<file path="src/rtl/idex_hazard_stage.sv">
// ID/EX pipeline register with load-use hazard detection and single-cycle bubble insertion.
// Optional IDEX_STALL_CNT_EN adds a saturating 16-bit count of inserted load-use bubbles.
module idex_hazard_stage #(
  parameter logic [31:0] NOP_INSTR = 32'h00000013
) (
  input  logic        clk,
  input  logic        rstn,
  input  logic [31:0] id_instr,
  input  logic [31:0] id_pc,
  input  logic [31:0] id_rs1_data,
  input  logic [31:0] id_rs2_data,
  input  logic [31:0] id_imm,
  input  logic        hold_i,
  input  logic        flush_i,
  output logic [31:0] ex_instr,
  output logic [31:0] ex_pc,
  output logic [31:0] ex_rs1_data,
  output logic [31:0] ex_rs2_data,
  output logic [31:0] ex_imm,
  output logic        ex_valid,
  output logic        stall_o
`ifdef IDEX_STALL_CNT_EN
  ,
  output logic [15:0] stall_cnt
`endif
);

  typedef enum logic {RUN, BUBBLE} state_t;

  state_t     state, state_nxt;
  logic [6:0] id_op;
  logic [4:0] ex_rd;
  logic       load_in_ex;
  logic       rs1_used;
  logic       rs2_used;
  logic       hazard;

  always_comb begin
    id_op      = id_instr[6:0];
    ex_rd      = ex_instr[11:7];
    load_in_ex = ex_valid && (ex_instr[6:0] == 7'b0000011) && (ex_rd != 5'd0);
    rs1_used   = !((id_op == 7'b0110111) || (id_op == 7'b0010111) || (id_op == 7'b1101111));
    rs2_used   = (id_op == 7'b0110011) || (id_op == 7'b0100011) || (id_op == 7'b1100011);
    hazard     = load_in_ex &&
                 ((rs1_used && (id_instr[19:15] == ex_rd)) ||
                  (rs2_used && (id_instr[24:20] == ex_rd)));
  end

  // Hold and flush both suppress the stall: hold already freezes the front end,
  // and a flushed ID instruction is dead so there is nothing to protect.
  always_comb begin
    state_nxt = state;
    stall_o   = 1'b0;
    unique case (state)
      RUN: begin
        if (!hold_i && !flush_i && hazard) begin
          state_nxt = BUBBLE;
          stall_o   = 1'b1;
        end
      end
      BUBBLE: begin
        if (!hold_i) state_nxt = RUN;
      end
      default: state_nxt = RUN;
    endcase
  end

  always_ff @(posedge clk or negedge rstn) begin
    if (!rstn) state <= RUN;
    else       state <= state_nxt;
  end

  always_ff @(posedge clk or negedge rstn) begin
    if (!rstn) begin
      ex_instr    <= NOP_INSTR;
      ex_pc       <= '0;
      ex_rs1_data <= '0;
      ex_rs2_data <= '0;
      ex_imm      <= '0;
      ex_valid    <= 1'b0;
    end else if (hold_i) begin
      ex_instr    <= ex_instr;
      ex_pc       <= ex_pc;
      ex_rs1_data <= ex_rs1_data;
      ex_rs2_data <= ex_rs2_data;
      ex_imm      <= ex_imm;
      ex_valid    <= ex_valid;
    end else if (flush_i || stall_o) begin
      ex_instr    <= NOP_INSTR;
      ex_pc       <= '0;
      ex_rs1_data <= '0;
      ex_rs2_data <= '0;
      ex_imm      <= '0;
      ex_valid    <= 1'b0;
    end else begin
      ex_instr    <= id_instr;
      ex_pc       <= id_pc;
      ex_rs1_data <= id_rs1_data;
      ex_rs2_data <= id_rs2_data;
      ex_imm      <= id_imm;
      ex_valid    <= 1'b1;
    end
  end

`ifdef IDEX_STALL_CNT_EN
  always_ff @(posedge clk or negedge rstn) begin
    if (!rstn) begin
      stall_cnt <= '0;
    end else if (stall_o && (stall_cnt != '1)) begin
      stall_cnt <= stall_cnt + 16'd1;
    end
  end
`endif

endmodule

</file>
<file path="config.mk">
export PLATFORM = sky130hd
export DESIGN_NAME = idex_hazard_stage
export DESIGN_NICKNAME = d
export VERILOG_FILES = /design/src/rtl/idex_hazard_stage.sv
export SDC_FILE = /design/constraint.sdc
export NUM_CORES = 1
export LEC_CHECK = 0
export ABC_CLOCK_PERIOD_IN_PS = 5900
export BUFFER_PORTS_ARGS = -buffer_cell sky130_fd_sc_hd__buf_2
export CAP_MARGIN = 20
export CORE_AREA = 2 2 128 130
export CTS_BUF_LIST = sky130_fd_sc_hd__clkbuf_4 sky130_fd_sc_hd__clkbuf_8
export CTS_CLUSTER_DIAMETER = 50
export CTS_CLUSTER_SIZE = 25
export DETAILED_ROUTE_END_ITERATION = 8
export DIE_AREA = 0 0 130 132
export PLACE_DENSITY = 0.74
export SLEW_MARGIN = 20
export SYNTH_ARGS = -nofsm -noshare
export SYNTH_HDL_FRONTEND = slang
export SYNTH_SLANG_ARGS = --single-unit
</file>
<file path="constraint.sdc">
create_clock -name clk -period 5.9 [get_ports clk]
set_input_delay 0.295 -clock clk [delete_from_list [all_inputs] [get_ports clk]]
set_output_delay 0.295 -clock clk [all_outputs]
set_load 0.01 [all_outputs]
</file>
==> impl_metrics.yaml <==
drt:
  drt_drc_violations_left: 0
  detail_route.wl_per_cell_um: 14.94
  drt-total-wl_um: 18750
  postRouteAntennaNets: 0
  first_pass_iters: 7
  vias: 6050
  vias_per_cell: 4.821
  dr.first_iter.drc_count: 371
final_layout:
  multi_input_gate_area_in_the_final_layout_mm2: 0.002258
  final_cell_area_mm2: 0.008693
  number_of_inserted_filler_cells_in_the_final_layout: 1493
  area.growth.synth_to_final_pct: 32.07
  count_of_antenna_diodes_in_the_layout: 0
  final_layout_size_suffix_gt1_frac: 0.3561
  final_common_cell: "buf_2"
  layout.cells.most_common_list: "323 x buf_2, 317 x nand2_1, 159 x dfrtp_1"
  register_cell_area_after_layout_mm2: 0.004058
  nets: 1191
logic_synthesis:
  post_syn_area_mm2: 0.006583
  synthesis.yosys.warnings: 0
  syn-num-nets: 891
  synth-edff-count: 0
  postSynth.topFlopCell: "dfrtp_1"
  synth_largest_type_area_fraction: 0.6044
  yosys.cell_types.count: 31
  synth_async_sr_flop_share: 1.000
  synthTopCellsByArea: "dfrtp_1 60%, nand2_1 18%, o21ai_0 11%"
  synth.avg_cell_area_um2: 9.054
  yosysTopAreaCell: "dfrtp_1"
  postSynthCellCount: 727
  synth.ff_latch_count: 162
  synth_seq_area_share: 0.6164
grt:
  grt_usage: 0.2173
  first_pass_grt_wire_length_um: 29590
  antenna_found_initial: 0
  gr-total-overflow: 0
  pin_count_of_the_biggest_net_entering_global_routing: 88
  first_global_vias: 5796
timing:
  setup_viol: 0
  tns_ns: 0
  final_max_slew_viol_count: 0
  max_clock_freq_ghz: 0.3530
  setup_repair_after_global_routing_missed_its_margin: "no"
  fin_ws_ns: 3.067
  worst_slew_pin_slew_ns: 0.9220
  hold_fails_final_rpt: 0
  min_period_over_period: 0.4801
  fin_crit_ns: 2.833
  worst_slew_margin_rel: 0.3853
  final_clock_skew_ns: 0.01262
power:
  static-leakage-power_uw: 0.004508
  power_per_cell_area_mw_per_mm2: 274.1
  ir_worst_vdd_mv: 0.1343
  report.power.total_uw: 2382
placed_design:
  dp_worst_setup_slack_ns: 3.077
  gp_congestion: 0.8168
  port_buffers: 325
  dp_hpwl_um: 13020
  placed_area_mm2: 0.008274
floorplanning:
  fp.dieW_um: 130
  ios: 326
  core_area_mm2: 0.01571
  dieArea_mm2: 0.01716
  die_h_um: 132
  rows: 46
  start_util: 0.4189
cts:
  cts-buffers-inserted: 17
  post_cts_buffers: 0
  cts_tree: "yes"
  max-clock-path-buffers: 2
  cts-resized-gates: 0
  clock_root_buffer: "clkbuf_8"
  cts_h_tree_depth: 4
  clk_pin_slew_worst_paths_ns: 0.09
  clk-insertion-delay-late_ns: 0.44
  cts_hold_fix_bufs: 1
  cts_sink_count: 162
job:
  cap_viol_max_count: 0
worst_hold_path:
  hp-class: "input pin to register"
setup_path:
  r2r_setup_slack_ns: 3.07
  largest_delay_share_family_worst_path: "compound AO/OA/AOI/OAI gates"
  cp_data_required_time_ns: 6.19
  arrival_ns: 3.12
  crit_path_top_delay_cell: "buf_4"
  critical_path.cell_chain: "xnor2_1, nand3_1, or4_4, a21oi_4, buf_4, o21ai_0"
  critical_path_class: "register to register"
  longest_individual_stage_delay_on_the_worst_path_ns: 0.64
  cp_num_buf_inv: 1
  timing.critical_path.fanout_max: 76
  timing.critical_path.from_type: "register"
  cp-end-kind: "register"
run_status:
  status: "finished clean"
## worst register-to-register path: stages (launching register included)
cell and delay (ns):
dfrtp_1 0.45, xnor2_1 0.21, nand3_1 0.09, or4_4 0.55
a21oi_4 0.49, buf_4 0.64, o21ai_0 0.26
## flip-flops by register name, indices dropped and copies added (netlist names)
name         cells
ex_pc           32
state            1
ex_instr        32
ex_imm          32
ex_rs2_data     32
ex_valid         1
ex_rs1_data     32
## power breakdown
part           leakage (uW)  internal, uW  total, uW  switching (uW)
clock              0.000192           397        789             392
combinational       0.00221           145        349             204
sequential          0.00210          1200       1240            48.4
## kinds of logic (layout without fill, tap and decap cells)
logic type	Yosys count	count (layout)	synth area share
XOR/XNOR	6	6	0.007983
AO/OA/AOI/OAI	166	166	0.1329
flip-flops	162	162	0.6164
AND/OR/NAND/NOR	339	339	0.2011
buffers and inverters	54	366	0.04163
## stage by stage
stage | utilization | hold WS, ns | cells
2_1_floorplan | - | -0.0005911 | 727
3_3_place_gp | 0.5266 | 0.3960 | 1222
3_5_place_dp | 0.5266 | 0.4016 | 1222
4_1_cts | 0.5515 | 0.04094 | 1254
5_1_grt | 0.5533 | 0.04978 | 1255
6_report | 0.5533 | 0.08152 | 1255
## synthesized netlist by cell type (2+ instances only)
| cell | count |
|---|---|
| buf_6 | 8 |
| clkbuf_1 | 35 |
| clkbuf_2 | 9 |
| dfrtp_1 | 159 |
| dfstp_2 | 3 |
| inv_1 | 2 |
| nand2_1 | 317 |
| nand2b_1 | 3 |
| nand4_1 | 3 |
| nor2_1 | 4 |
| nor2b_1 | 3 |
| o21ai_0 | 143 |
| o21ai_1 | 14 |
| o32a_1 | 3 |
| xnor2_1 | 4 |
| xor2_1 | 2 |
## cell type report
type,instances,area share
inverters,2,0.0008636
well taps,216,0.03109
repair buffers,333,0.1976
clock buffers,21,0.03109
multi-input cells,511,0.2598
flip-flops and latches,162,0.4668
clock inverters,10,0.01281
## path summary, 6_finish.rpt
path | start | to | cells past startpoint
min in group asynchronous | rstn | ex_rs2_data[31] | 2
max | ex_instr[9] | ex_rs2_data[12] | 6
min reg2reg | ex_imm[13] | ex_imm[13] | 2
max in group asynchronous | rstn | ex_rs2_data[21] | 4
min | id_pc[21] | ex_pc[21] | 3
max reg2reg | ex_instr[9] | ex_rs2_data[12] | 6
## per-layer routing
| metal | vias to the layer above | wire length, um | track usage |
|---|---|---|---|
| met3 | 29 | 1565 | 0.06981 |
| met1 | 2838 | 7594 | 0.2683 |
| met2 | 242 | 9185 | 0.3554 |
| li1 | 2941 | - | - |
| met5 | - | 0 | 0 |
| met4 | 0 | 401 | 0.08005 |
(Power assumes the default switching activity.)
